## config.mk

```make
export PLATFORM = sky130hd
export DESIGN_NAME = game_sequencer_flat
export DESIGN_NICKNAME = d
export VERILOG_FILES = /design/src/rtl/game_sequencer_if.sv /design/src/rtl/game_sequencer.sv /design/src/flat_wrapper.sv
export SDC_FILE = /design/constraint.sdc
export NUM_CORES = 1
export LEC_CHECK = 0
export ABC_AREA = 1
export BUFFER_PORTS_ARGS = -buffer_cell sky130_fd_sc_hd__buf_2
export CAP_MARGIN = 30
export CORE_MARGIN = 2
export CORE_UTILIZATION = 55
export CTS_CLUSTER_DIAMETER = 150
export DETAILED_ROUTE_END_ITERATION = 8
export PLACE_DENSITY_LB_ADDON = 0.05
export SYNTH_ARGS = -nofsm -noshare
export SYNTH_HDL_FRONTEND = slang
export SYNTH_SLANG_ARGS = --single-unit
export TNS_END_PERCENT = 10
```

## constraint.sdc

```tcl
create_clock -name clk_100MHz -period 1.8 [get_ports clk_100MHz]
set_input_delay 0.09 -clock clk_100MHz [delete_from_list [all_inputs] [get_ports clk_100MHz]]
set_output_delay 0.09 -clock clk_100MHz [all_outputs]
set_load 0.005 [all_outputs]
```

## src/rtl/game_sequencer_if.sv

```systemverilog
`default_nettype none
// ============================================================================
// Module      : game_sequencer_if
// Description : Board/render-side signal bundle of the game sequencer.
// Revision    : 1.0 - initial release
// ============================================================================
interface game_sequencer_if;
  logic        flap;
  logic        frame_tick;
  logic        collision;
  logic        pipe_passed;
  logic [1:0]  state;
  logic        run;
  logic        flap_pulse;
  logic        bird_reset;
  logic [11:0] score;
  logic [11:0] hi_score;
  logic        new_record;

  // master drives the board/render inputs, slave is the sequencer itself
  modport master (
    output flap, frame_tick, collision, pipe_passed,
    input  state, run, flap_pulse, bird_reset, score, hi_score, new_record
  );

  modport slave (
    input  flap, frame_tick, collision, pipe_passed,
    output state, run, flap_pulse, bird_reset, score, hi_score, new_record
  );
endinterface
`default_nettype wire

```

## src/rtl/game_sequencer.sv

```systemverilog
`default_nettype none
// ============================================================================
// Module      : game_sequencer
// Description : Flap debounce, IDLE/PLAYING/DYING/OVER sequencing, BCD scores.
// Revision    : 1.0 - initial release
// ============================================================================
module game_sequencer #(
  parameter int DEBOUNCE_CYCLES = 1_000_000,
  parameter int DEATH_FRAMES    = 60,
  parameter int LOCKOUT_FRAMES  = 30
) (
  input  wire             clk_100MHz,
  input  wire             reset,
  game_sequencer_if.slave bus
);

  localparam logic [1:0] c_IDLE    = 2'd0;
  localparam logic [1:0] c_PLAYING = 2'd1;
  localparam logic [1:0] c_DYING   = 2'd2;
  localparam logic [1:0] c_OVER    = 2'd3;

  localparam int c_DB_W    = $clog2(DEBOUNCE_CYCLES + 1);
  localparam int c_FMAX    = (DEATH_FRAMES > LOCKOUT_FRAMES) ? DEATH_FRAMES : LOCKOUT_FRAMES;
  localparam int c_FCNT_W  = (c_FMAX < 2) ? 1 : $clog2(c_FMAX + 1);

  localparam logic [c_DB_W-1:0]   c_DB_MAX  = c_DB_W'(DEBOUNCE_CYCLES);
  localparam logic [c_FCNT_W-1:0] c_DEATH   = c_FCNT_W'(DEATH_FRAMES);
  localparam logic [c_FCNT_W-1:0] c_LOCKOUT = c_FCNT_W'(LOCKOUT_FRAMES);
  localparam logic [c_FCNT_W-1:0] c_FONE    = c_FCNT_W'(1);
  localparam logic [c_FCNT_W-1:0] c_FZERO   = '0;

  logic                r_flap_meta;
  logic                r_flap_sync;
  logic                r_db_level;
  logic [c_DB_W-1:0]   r_db_cnt;
  logic                r_press;

  logic [1:0]          r_state;
  logic                r_run;
  logic                r_flap_pulse;
  logic                r_bird_reset;
  logic [11:0]         r_score;
  logic [11:0]         r_hi_score;
  logic                r_new_record;
  logic [c_FCNT_W-1:0] r_fcnt;

  logic [11:0]         w_score_inc;
  logic                w_hit;

  // Synchronizer, debounce and press edge detector
  always_ff @(posedge clk_100MHz) begin
    if (reset) begin
      r_flap_meta <= 1'b0;
      r_flap_sync <= 1'b0;
      r_db_level  <= 1'b0;
      r_db_cnt    <= '0;
      r_press     <= 1'b0;
    end else begin
      r_flap_meta <= bus.flap;
      r_flap_sync <= r_flap_meta;
      r_press     <= 1'b0;
      if (r_flap_sync == r_db_level) begin
        r_db_cnt <= '0;
      end else if (r_db_cnt == c_DB_MAX) begin
        r_db_cnt   <= '0;
        r_db_level <= ~r_db_level;
        r_press    <= ~r_db_level;
      end else begin
        r_db_cnt <= r_db_cnt + 1'b1;
      end
    end
  end

  // BCD increment; callers guard the 999 saturation point
  always_comb begin
    w_score_inc = r_score;
    if (r_score[3:0] != 4'd9) begin
      w_score_inc[3:0] = r_score[3:0] + 4'd1;
    end else begin
      w_score_inc[3:0] = 4'd0;
      if (r_score[7:4] != 4'd9) begin
        w_score_inc[7:4] = r_score[7:4] + 4'd1;
      end else begin
        w_score_inc[7:4]  = 4'd0;
        w_score_inc[11:8] = r_score[11:8] + 4'd1;
      end
    end
  end

  assign w_hit = bus.frame_tick & bus.collision;

  always_ff @(posedge clk_100MHz) begin
    if (reset) begin
      r_state      <= c_IDLE;
      r_run        <= 1'b0;
      r_flap_pulse <= 1'b0;
      r_bird_reset <= 1'b0;
      r_score      <= '0;
      r_hi_score   <= '0;
      r_new_record <= 1'b0;
      r_fcnt       <= '0;
    end else begin
      r_flap_pulse <= 1'b0;
      r_bird_reset <= 1'b0;
      case (r_state)
        c_IDLE: begin
          if (r_press) begin
            r_state      <= c_PLAYING;
            r_run        <= 1'b1;
            r_bird_reset <= 1'b1;
            r_score      <= '0;
          end
        end
        c_PLAYING: begin
          r_flap_pulse <= r_press;
          if (bus.pipe_passed && (r_score != 12'h999)) begin
            r_score <= w_score_inc;
          end
          if (w_hit) begin
            r_state <= c_DYING;
            r_run   <= 1'b0;
            r_fcnt  <= c_DEATH;
          end
        end
        c_DYING: begin
          if (bus.frame_tick) begin
            if (r_fcnt == c_FONE) begin
              r_state <= c_OVER;
              r_fcnt  <= c_LOCKOUT;
              // BCD digits order the same way as binary, so a plain compare works
              if (r_score > r_hi_score) begin
                r_hi_score   <= r_score;
                r_new_record <= 1'b1;
              end else begin
                r_new_record <= 1'b0;
              end
            end else begin
              r_fcnt <= r_fcnt - 1'b1;
            end
          end
        end
        default: begin
          if (bus.frame_tick && (r_fcnt != c_FZERO)) begin
            r_fcnt <= r_fcnt - 1'b1;
          end
          if (r_press && (r_fcnt == c_FZERO)) begin
            r_state      <= c_IDLE;
            r_bird_reset <= 1'b1;
            r_new_record <= 1'b0;
          end
        end
      endcase
    end
  end

  assign bus.state      = r_state;
  assign bus.run        = r_run;
  assign bus.flap_pulse = r_flap_pulse;
  assign bus.bird_reset = r_bird_reset;
  assign bus.score      = r_score;
  assign bus.hi_score   = r_hi_score;
  assign bus.new_record = r_new_record;

endmodule
`default_nettype wire

```

## src/flat_wrapper.sv

```systemverilog
// flat-port wrapper written by rule: the top's interface ports become plain ports
module game_sequencer_flat 
#(
  parameter int DEBOUNCE_CYCLES = 1_000_000,
  parameter int DEATH_FRAMES    = 60,
  parameter int LOCKOUT_FRAMES  = 30
)
  (clk_100MHz, reset, bus_flap, bus_frame_tick, bus_collision, bus_pipe_passed, bus_state, bus_run, bus_flap_pulse, bus_bird_reset, bus_score, bus_hi_score, bus_new_record);
  game_sequencer_if bus_i ();
  input  wire clk_100MHz;
  input  wire reset;
  input wire logic [$bits(bus_i.flap)-1:0] bus_flap;
  input wire logic [$bits(bus_i.frame_tick)-1:0] bus_frame_tick;
  input wire logic [$bits(bus_i.collision)-1:0] bus_collision;
  input wire logic [$bits(bus_i.pipe_passed)-1:0] bus_pipe_passed;
  output wire logic [$bits(bus_i.state)-1:0] bus_state;
  output wire logic [$bits(bus_i.run)-1:0] bus_run;
  output wire logic [$bits(bus_i.flap_pulse)-1:0] bus_flap_pulse;
  output wire logic [$bits(bus_i.bird_reset)-1:0] bus_bird_reset;
  output wire logic [$bits(bus_i.score)-1:0] bus_score;
  output wire logic [$bits(bus_i.hi_score)-1:0] bus_hi_score;
  output wire logic [$bits(bus_i.new_record)-1:0] bus_new_record;
  assign bus_i.flap = bus_flap;
  assign bus_i.frame_tick = bus_frame_tick;
  assign bus_i.collision = bus_collision;
  assign bus_i.pipe_passed = bus_pipe_passed;
  assign bus_state = bus_i.state;
  assign bus_run = bus_i.run;
  assign bus_flap_pulse = bus_i.flap_pulse;
  assign bus_bird_reset = bus_i.bird_reset;
  assign bus_score = bus_i.score;
  assign bus_hi_score = bus_i.hi_score;
  assign bus_new_record = bus_i.new_record;
  game_sequencer #(.DEBOUNCE_CYCLES(DEBOUNCE_CYCLES), .DEATH_FRAMES(DEATH_FRAMES), .LOCKOUT_FRAMES(LOCKOUT_FRAMES)) u_core (.clk_100MHz(clk_100MHz), .reset(reset), .bus(bus_i));
endmodule
```

==> results of run 1 <==
flip-flops by register name (all words and copies together), names as in the netlist:
register	count
u_core.r_flap_meta	1
u_core.bus.bird_reset	1
u_core.bus.flap_pulse	1
u_core.bus.state	2
u_core.r_db_level	1
u_core.bus.new_record	1
u_core.bus.run	1
u_core.r_flap_sync	1
u_core.bus.score	12
u_core.r_fcnt	6
u_core.r_press	1
u_core.r_db_cnt	20
u_core.bus.hi_score	12
worst max-delay path by stage:
| stage | startpoint | end | slack, ns | cells past startpoint |
|---|---|---|---|---|
| after floorplan | u_core.bus.hi_score[11] | u_core.bus.hi_score[10] | 0.19 | 12 |
| after global placement | u_core.bus.hi_score[11] | u_core.bus.hi_score[7] | 0.11 | 12 |
| after detailed placement | u_core.bus.hi_score[11] | u_core.bus.hi_score[1] | 0.02 | 12 |
| after CTS | u_core.bus.hi_score[11] | u_core.bus.hi_score[5] | 0.06 | 12 |
| after global routing | u_core.bus.hi_score[10] | u_core.bus.hi_score[0] | -0.05 | 12 |
| final | u_core.bus.hi_score[11] | u_core.bus.hi_score[1] | 0.03 | 12 |
kinds of logic (layout without fill, tap and decap cells):
| group | count (synthesis) | in the layout | share of synthesized area, % |
|---|---|---|---|
| AOI/OAI and AO/OA | 46 | 46 | 6.80 |
| xor gates and xnor gates | 10 | 10 | 2.44 |
| buffers and inverters | 102 | 171 | 11.2 |
| DFF | 60 | 60 | 33.5 |
| and+or+nand+nor | 293 | 294 | 36.7 |
| adders and majority gates | 27 | 27 | 9.41 |
cell type report:
class,count,share of cell area (%)
timing repair buffer,67,9.87
clock buffer,10,2.98
multi-input combinational,377,48.3
sequential,60,28.1
clock inverter,5,0.701
inverter,89,7.80
tap,77,2.25
worst max-delay path: cells and delay by family, from the launching register on:
family        cells  cell delay, ns
flops             1            0.33
buf+inv           4            0.36
fa+ha+maj         1            0.30
simple gates      7            0.68
power by group through the flow:
stage                     logic (mW)  registers [mW]  clock network (mW)
after floorplan               0.0291            1.36                   0
after global placement        0.0446            1.36                   0
after detailed placement      0.0450            1.36                   0
after CTS                     0.0466            1.33                1.04
after global routing          0.0521            1.33                1.09
final                         0.0467            1.33                1.02
synthesized netlist by cell type (3+ instances only):
master    number
ha_1          27
nand3_1       30
nand3b_1       3
nor2_1        75
nand4_1       31
nor3_1        13
o21ai_1        4
dfxtp_1       60
xor2_1         9
nand2_1      128
o21ai_0        4
nor2_2         3
a21oi_1       33
inv_2         10
buf_2          7
inv_1         77
per-stage QoR:
stage,instances,setup WS [ns],hold slack [ns],util [%]
3_3_place_gp,665,0.107,0.290,63.4
4_1_cts,681,0.0562,0.140,66.2
2_1_floorplan,538,0.191,0.197,-
5_1_grt,685,-0.0461,0.170,67.9
3_5_place_dp,665,0.0246,0.323,63.4
6_report,685,0.0345,0.153,67.9
repair_timing:
item	CTS	global route
endpoints found under the setup margin	1	26
gates cloned	0	2
buffers inserted	0	2
endpoints found under the hold margin	1	0
pin swaps	0	5
gates resized for setup	1	16
hold buffers	1	0
per-layer routing:
layer | wire length, um | vias to the layer above | GRT usage (%)
met5 | 0 | - | 0
met4 | 135 | 0 | 9.67
li1 | - | 1848 | -
met1 | 3790 | 1576 | 28.3
met2 | 4060 | 57 | 42.6
met3 | 225 | 14 | 3.93
==> metrics.md, run 1 <==
| Metric | Value |
|---|---|
| Post-synth ARST share | 0% |
| Sw frac | 23.8% |
| Clock network fraction of design power | 42.6% |
| Reg2Reg Launch Point | u_core.bus.hi_score[11] |
| CP Launch Type | flop |
| # nets final | 637 |
| RR Endpoint | u_core.bus.hi_score[1] |
| Final Skew | 0.0101 ns |
| P_int | 1.83 mW |
| CTS Buf Count | 9 |
| Gr usage total | 23.9% |
| Syn. warnings | 0 |
| Worst-Margin Slew | 0.381 ns |
| Worst Hold Endpoint | u_core.r_flap_sync |
| I/O Buffers | 35 |
| Most frequent cells in the layout | nand2_1 (126), inv_1 (77), nor2_1 (72) |
| CTS tree | built |
| Final Setup Violations | 0 |
| RSZ-0062 raised after global routing | yes |
| Slew headroom | 74.6% |
| Syn avg cell area | 6.67 sq um |
| Sequential element share of the synthesized area | 33.5% |
| Critical-path top delay cell | dfxtp_2 |
| Final period util | 98.1% |
| Via count | 3495 |
| Crit-path max FO | 6 |
| Critical Path AT | 2.01 ns |
| Core area | 6310 sq um |
| Largest net degree at the start of global routing | 23 |
| Reg2Reg Depth | 12 |
| Synthesized area | 3590 sq um |
| Initial Util | 56.9% |
| Hold wc startpoint | reset |
| Initial antenna violation count | 0 |
| Setup TNS | 0 ns |
| Dpl cell area | 4000 sq um |
| Commonest non-fill, non-tap cell in the layout | nand2_1 |
| Total of fill cells in the finished design | 579 |
| Via density | 5.10 |
| Psw | 0.572 mW |
| Syn nets | 571 |
| Max Root-Sink Buffers | 2 |
| Final hold vios | 0 |
| Total power | 2.40 mW |
| Synth area leaders | dfxtp_1 (33%), nand2_1 (13%), ha_1 (9.4%) |
| Power Density | 560 nW/um^2 |
| Routed len/inst | 12.0 um |
| Critical path's most frequent cell | nand2_1 |
| Boundary Pins | 36 |
| Maximum clock frequency | 566 MHz |
| Leak | 1.85 nW |
| #FFs+latches synth | 60 |
| Clock sink count | 60 |
| Max Slew Vio Count | 0 |
| Number of max-cap violations | 0 |
| Post-synth top flop | dfxtp_1 |
| Status | finished, final reports clean |
| Die height | 84.8 um |
| Sequential Power Share | 55.5% |
| HP Class | input port to flop |
| Worst-skew pair later-pin latency | 0.34 ns |
| GPL Wtd Cong | 0.860 |
| Area Growth Syn to Fin | 19.4% |
| Row count | 29 |
| Req. time, crit path | 2.05 ns |
| Reg area | 1200 sq um |
| Initial drt markers | 175 |
| Worst Setup End Kind | flop |
| Number of synthesized flops with an enable pin | 0 |
| CTS Root Cell | clkbuf_8 |
| Yosys top cell area share | 33.5% |
| Max VDD drop | 0.556 mV |
| Dpl hpwl | 6180 um |
| R2R Setup Slk | 0.03 ns |
| Drt drc | 0 |
| Global-route wire length before repair | 14100 um |
| GRT overflow | 0 |
| DR pass1 iterations | 6 |
| Critical path class | flop to flop |
| Max H-tree Level | 3 |
| Final Cell Area | 4290 sq um |
| ANT cells | 0 |
| Vias in the first global route | 3308 |
| Cells along the critical path | inv_1 -> ha_1 -> nand2_1 -> inv_2 -> nand2_1 -> nor2_2 -> nand3b_1 -> buf_4 -> nand3_4 -> nand2_1 -> inv_1 -> nor2_1 |
| Hold path cells | 2 |
| Multi-input gate area | 2070 sq um |
| CTS clk-pin slew, worst paths | 0.07 ns |
| Yosys cell types | 35 |
| Cell taking the most area after synthesis | dfxtp_1 |
| Synthesized instance count | 538 |
| Final WL | 8210 um |
| CP peak stage delay | 0.33 ns |
| Die W | 84.8 um |
| DIE AREA | 7190 sq um |
| Fin crit period | 1.77 ns |
| Share of cells above drive strength 1 | 18.8% |
| Comb power frac | 1.9% |
| Routed Antenna Nets | 0 |
Power figures use the tool's default switching activity.
==> run 2, diff against run 1 <==
Settings changed: CORE_UTILIZATION 55 to 59, SETUP_SLACK_MARGIN from default to 0.3.
==> run 2 against run 1 <==
  * Total power grew 7.1%
  * Sequential power about the same
  * Register-to-register slack better by 0.03 ns
  * Clock power increased by 17%
  * Via count increased by 5.7%
  * Setup slack better by 0.027 ns
  * Critical path type unchanged
  * Critical endpoint is now u_core.bus.hi_score[5]
  * Largest cell class unchanged
  * Largest power group unchanged
  * Highest routed layer unchanged
==> metrics.md, run 2 (same netlist as run 1, synthesis figures left out) <==
| Metric | Value |
|---|---|
| Status | finished, final reports clean |
| RSZ-0062 raised after global routing | yes |
| Total of fill cells in the finished design | 450 (-22%) |
| ANT cells | 0 (unchanged) |
| Gr usage total | 27.6% (+3.8 points) |
| DIE AREA | 6720 sq um (-6.5%) |
| Reg2Reg Launch Point | u_core.bus.hi_score[7] |
| Via density | 5.43 (+6.5%) |
| Number of max-cap violations | 0 (unchanged) |
| Largest net degree at the start of global routing | 21 (-8.7%) |
| Dpl hpwl | 6200 um (+0.24%) |
| Met2 Usage GRT | 48.1% (+5.5 points) |
| CP Launch Type | flop |
| Max VDD drop | 0.561 mV (+1.0%) |
| Boundary Pins | 36 (unchanged) |
| Via count | 3694 (+5.7%) |
| Worst-Margin Slew | 0.306 ns (-0.0748 ns) |
| Hold path cells | 6 (+4) |
| Most Crowded Layer GR | met2 |
| Die height | 82 um (-3.3%) |
| GRT overflow | 0 (unchanged) |
| Worst Hold Endpoint | u_core.bus.run |
| Largest reg by FF count | u_core.r_db_cnt |
| Max Root-Sink Buffers | 2 (unchanged) |
| Met3 Use GR | 6.04% (+2.1 points) |
| Routed len/inst | 13.5 um (+12%) |
| Dpl cell area | 4000 sq um (about the same) |
| CTS tree | built |
| Final Setup Violations | 0 (unchanged) |
| Commonest non-fill, non-tap cell in the layout | nand2_1 |
| Critical Path AT | 2.01 ns (about the same) |
| # nets final | 634 (-0.47%) |
| Reg2Reg Depth | 10 (-2) |
| Hold wc startpoint | bus_collision |
| HP Class | input port to flop |
| Req. time, crit path | 2.07 ns (+0.02 ns) |
| Global-route wire length before repair | 14300 um (+1.3%) |
| Total power | 2.57 mW (+7.1%) |
| Worst Setup End Kind | flop |
| Power Density | 562 nW/um^2 (+0.40%) |
| Final worst slack | 0.0611 ns (+0.0265 ns) |
| Die W | 82 um (-3.3%) |
| I/O Buffers | 35 (unchanged) |
| Slew headroom | 79.5% (+5.0 points) |
| Share of cells above drive strength 1 | 26.9% (+8.2 points) |
| Clock sink count | 60 (unchanged) |
| Crit-path max FO | 7 (+1) |
| Initial drt markers | 244 (+39%) |
| CTS Buf Count | 9 (unchanged) |
| Leak | 1.90 nW (+2.8%) |
| Initial antenna violation count | 0 (unchanged) |
| Met1 Usage GRT | 32.4% (+4.1 points) |
| Fin crit period | 1.74 ns (-0.0265 ns) |
| Area Growth Syn to Fin | 27.3% |
| Final Cell Area | 4570 sq um (+6.6%) |
| R2R Setup Slk | 0.06 ns (+0.03 ns) |
| Final hold vios | 0 (unchanged) |
| Vias in the first global route | 3372 (+1.9%) |
| Most frequent cells in the layout | nand2_1 (120), inv_1 (70), nor2_1 (67) |
| Row count | 28 (-3.4%) |
| Worst-skew pair later-pin latency | 0.35 ns (about the same) |
| Max Slew Vio Count | 0 (unchanged) |
| Final WL | 9170 um (+12%) |
| Max H-tree Level | 3 (unchanged) |
| GPL Wtd Cong | 0.828 (-3.8%) |
| Maximum clock frequency | 575 MHz (+1.5%) |
| Core area | 5890 sq um (-6.8%) |
| CTS clk-pin slew, worst paths | 0.07 ns (about the same) |
| Max FFs per register | 20 (unchanged) |
| Routed Antenna Nets | 0 (unchanged) |
| Hold slack | 0.161 ns (+0.00774 ns) |
| Setup WS pre-CTS | -0.143 ns (-0.167 ns) |
| Layout Utilization | 77.6% (+9.8 points) |
| Drt drc | 0 (unchanged) |
| DR pass1 iterations | 7 (+1) |
| Critical path class | flop to flop |
| RR Endpoint | u_core.bus.hi_score[5] |
| CTS Root Cell | clkbuf_8 |
| Final Skew | 0.00920 ns (-0.000923 ns) |
| Initial Util | 61.0% (+4.1 points) |
| Final period util | 96.6% (-1.5 points) |
==> run 2: worst max-delay path, stage by stage, from the launching register on <==
cell and delay [ns]:
dfxtp_2 0.34, inv_2 0.05, ha_4 0.27, nand4_1 0.17
nor2_4 0.14, nand3b_1 0.13, buf_4 0.16, buf_6 0.13
nand4_1 0.10, nand2_1 0.06, nor2_1 0.12
==> run 2: worst max-delay path by stage <==
| stage | from | to | slack, ns | depth (start not counted) |
|---|---|---|---|---|
| after detailed placement | u_core.bus.state[0] | u_core.bus.score[0] | -0.14 | 8 |
| final | u_core.bus.hi_score[7] | u_core.bus.hi_score[5] | 0.06 | 10 |
| after global placement | u_core.bus.state[0] | u_core.bus.score[1] | -0.04 | 8 |
| after floorplan | u_core.bus.state[0] | u_core.bus.score[10] | 0.28 | 8 |
| after global routing | u_core.bus.hi_score[1] | u_core.bus.hi_score[2] | -0.001 | 12 |
| after CTS | u_core.bus.hi_score[5] | u_core.bus.hi_score[5] | 0.17 | 9 |
==> run 2: area by class of cell <==
| type | instances | area (sq um) | area share (%) |
|---|---|---|---|
| clock buffer | 10 | 138 | 3.01 |
| clock inverter | 5 | 52.6 | 1.15 |
| multi-input combinational | 377 | 2250 | 49.3 |
| sequential | 60 | 1240 | 27.1 |
| tap | 75 | 93.8 | 2.05 |
| inverter | 89 | 337 | 7.37 |
| timing repair buffer | 64 | 455 | 9.97 |
==> run 2: stage by stage <==
step           TNS [ns]  cells
6_report              0    680
5_1_grt        -0.00107    680
4_1_cts               0    674
3_5_place_dp      -1.18    652
3_3_place_gp     -0.102    652
2_1_floorplan         0    538
==> run 2: per-layer routing <==
layer  vias up  share of wire (%)
met5         -                  0
met3        29                5.4
li1       1845                  -
met1      1686                 41
met4         0                3.6
met2       134                 50
==> run 2: timing repair <==
| action | in CTS | in global routing |
|---|---|---|
| endpoints found under the hold margin | 1 | 0 |
| setup buffers | 6 | 3 |
| pin swaps | 7 | 14 |
| gates cloned | 0 | 3 |
| hold buffers | 1 | 0 |
| endpoints found under the setup margin | 38 | 54 |
| resized for setup | 31 | 32 |
==> run 2: report_power, final <==
part	total [mW]	switching (mW)	internal (mW)	leakage, nW
sequential	1.33	0.00190	1.32	0.496
clock	1.19	0.532	0.661	0.0979
combinational	0.0513	0.0343	0.0170	1.31
total	2.57	0.568	2.00	1.90
==> run 3, diff against run 2 <==
Settings changed: CORE_UTILIZATION 59 to 35.
==> run 3 against run 2 <==
  * Hold slack lost 0.018 ns
  * Via count shrank 7.4%
  * Clock skew shrank 0.00087 ns
  * Largest power group unchanged
  * Critical endpoint is now u_core.bus.hi_score[2]
  * Total power shrank 3.4%
==> metrics.md, run 3 (same netlist as run 1, synthesis figures left out) <==
| Metric | Value |
|---|---|
| Dpl hpwl | 6650 um (+7.2%) |
| DIE AREA | 11100 sq um (+65%) |
| Boundary Pins | 36 (unchanged) |
| Cells along the critical path | inv_1 -> ha_1 -> nand4_1 -> nor2_2 -> nand3b_1 -> buf_4 -> nand4_1 -> nand2_1 -> nor2_1 |
| Initial antenna violation count | 0 (unchanged) |
| Layout Utilization | 44.2% (-33 points) |
| Max H-tree Level | 3 (unchanged) |
| Max Slew Vio Count | 0 (unchanged) |
| Slew headroom | 75.8% (-3.7 points) |
| CP Launch Type | flop |
| Final Skew | 0.00833 ns (-0.000871 ns) |
| Largest reg by FF count | u_core.r_db_cnt |
| Crit-path max FO | 6 (-1) |
| I/O Buffers | 35 (unchanged) |
| Area Growth Syn to Fin | 21.5% |
| Most frequent cells in the layout | nand2_1 (124), nor2_1 (73), inv_1 (72) |
| Critical path's most frequent cell | nand4_1 |
| Maximum clock frequency | 589 MHz (+2.3%) |
| Leak | 1.84 nW (-3.3%) |
| Global-route wire length before repair | 15000 um (+5.5%) |
| Final WL | 8850 um (-3.5%) |
| Critical Path AT | 1.97 ns (-0.04 ns) |
| Status | finished, final reports clean |
| GPL Wtd Cong | 0.830 (+0.28%) |
| Max Root-Sink Buffers | 2 (unchanged) |
| Via count | 3419 (-7.4%) |
| Via density | 4.66 (-14%) |
| Clock sink count | 60 (unchanged) |
| Total of fill cells in the finished design | 1041 (+130%) |
| Initial drt markers | 119 (-51%) |
| Gr usage total | 16.7% (-11 points) |
| Max VDD drop | 0.249 mV (-56%) |
| ANT cells | 0 (unchanged) |
| CTS tree | built |
| Req. time, crit path | 2.07 ns (about the same) |
| Setup TNS | 0 ns (unchanged) |
| R2R Setup Slk | 0.10 ns (+0.04 ns) |
| Power Density | 569 nW/um^2 (+1.2%) |
| Drt drc | 0 (unchanged) |
| Critical-path top delay cell | dfxtp_2 |
| CTS Root Cell | clkbuf_8 |
| WP depth | 9 (-1) |
| HP Class | input port to flop |
| Reg2Reg Depth | 9 (-1) |
| Final hold vios | 0 (unchanged) |
| Worst setup path endpoint | u_core.bus.hi_score[2] |
| Hold path cells | 2 (-4) |
| Fin crit period | 1.70 ns (-0.0399 ns) |
| Routed len/inst | 12.1 um (-11%) |
| Number of max-cap violations | 0 (unchanged) |
| Die height | 105 um (+28%) |
| Largest net degree at the start of global routing | 23 (+9.5%) |
| Critical Path Start | u_core.bus.hi_score[5] |
| Commonest non-fill, non-tap cell in the layout | nand2_1 |
| Worst-skew pair later-pin latency | 0.34 ns (about the same) |
| RSZ-0062 raised after global routing | yes |
| Reg area | 1220 sq um (-1.6%) |
| Critical path class | flop to flop |
| Core area | 9860 sq um (+68%) |
| # nets final | 630 (-0.63%) |
| CTS Buf Count | 9 (unchanged) |
| WP buf/inv | 2 (-1) |
| GRT overflow | 0 (unchanged) |
| Reg2Reg Launch Point | u_core.bus.hi_score[5] |
| Final period util | 94.4% (-2.2 points) |
| Vias in the first global route | 3248 (-3.7%) |
| CTS clk-pin slew, worst paths | 0.07 ns (about the same) |
| Cell family with the largest share of critical-path delay | simple AND/OR/NAND/NOR gates |
| Row count | 36 (+29%) |
| Worst-Margin Slew | 0.363 ns (+0.0565 ns) |
| RR Endpoint | u_core.bus.hi_score[2] |
| Max FFs per register | 20 (unchanged) |
| DR pass1 iterations | 4 (-3) |
| Initial Util | 36.4% (-25 points) |
| Die W | 105 um (+28%) |
| Worst Setup End Kind | flop |
| Routed Antenna Nets | 0 (unchanged) |
| Multi-input gate area | 2080 sq um (-7.8%) |
| Share of cells above drive strength 1 | 21.0% (-6.0 points) |
| CP peak stage delay | 0.32 ns (-0.02 ns) |
| Final Setup Violations | 0 (unchanged) |
## run 3: changes by cell type in the layout (fill, tap and decap cells not counted), sizes merged
cell,previous run,this run
buf,62,60
bufinv,1,0
clkbuf,11,13
nand3,33,32
clkinvlp,1,0
clkinv,5,4
## run 3: worst min-delay path by stage
stage | start | endpoint | slack, ns
6_report | reset | u_core.r_flap_meta | 0.14
4_1_cts | reset | u_core.r_flap_meta | 0.14
5_1_grt | reset | u_core.r_flap_meta | 0.17
3_5_place_dp | bus_flap | u_core.r_flap_meta | 0.30
2_1_floorplan | bus_flap | u_core.r_flap_meta | 0.20
3_3_place_gp | bus_flap | u_core.r_flap_meta | 0.30
## run 3: final cells by class
class / instances / area share (%)
inverter: 89 / 7.66
sequential: 60 / 27.9
timing repair buffer: 61 / 9.01
tap: 133 / 3.82
multi-input combinational: 376 / 47.7
clock inverter: 2 / 0.230
clock buffer: 13 / 3.64
## run 3: stage by stage
stage / area (sq um) / std cells / power, mW / setup slack (ns) / hold WS (ns)
after floorplan: 3690 / 538 / 1.39 / 0.281 / 0.197
after global placement: 4130 / 716 / 1.41 / 0.0116 / 0.296
after detailed placement: 4130 / 716 / 1.41 / 0.0200 / 0.298
after CTS: 4340 / 732 / 2.53 / 0.101 / 0.137
after global routing: 4360 / 734 / 2.59 / 0.00606 / 0.171
final: 4360 / 734 / 2.48 / 0.101 / 0.142
## run 3: worst reg2reg max path, cell delays in order (launching register included)
cell and delay, ns:
dfxtp_2 0.32, inv_1 0.04, ha_1 0.29, nand4_1 0.16, nor2_2 0.15, nand3b_1 0.19
buf_4 0.23, nand4_1 0.10, nand2_1 0.07, nor2_1 0.09
## run 3: where the power goes
group / internal [mW] / switching (mW) / total (mW) / leakage (nW)
Clock: 0.565 / 0.538 / 1.10 / 0.0893
Combinational: 0.0148 / 0.0328 / 0.0476 / 1.26
Sequential: 1.33 / 0.00154 / 1.33 / 0.491
## run 3: what timing repair did
action | CTS | global route
setup buffers | 0 | 1
hold endpoints to repair | 1 | 0
pin swaps | 2 | 4
resized for setup | 7 | 4
gates cloned | 0 | 1
hold buffers | 1 | 0
endpoints found under the setup margin | 34 | 54
## run 3: layer usage
metal,up-vias,routed length [um],track usage [%],part of all wire [%]
met5,-,0,0,0
met3,11,271,2.72,3.1
met4,0,136,6.29,1.5
met1,1522,4180,21.3,47
met2,55,4260,28.2,48
li1,1831,-,-,-
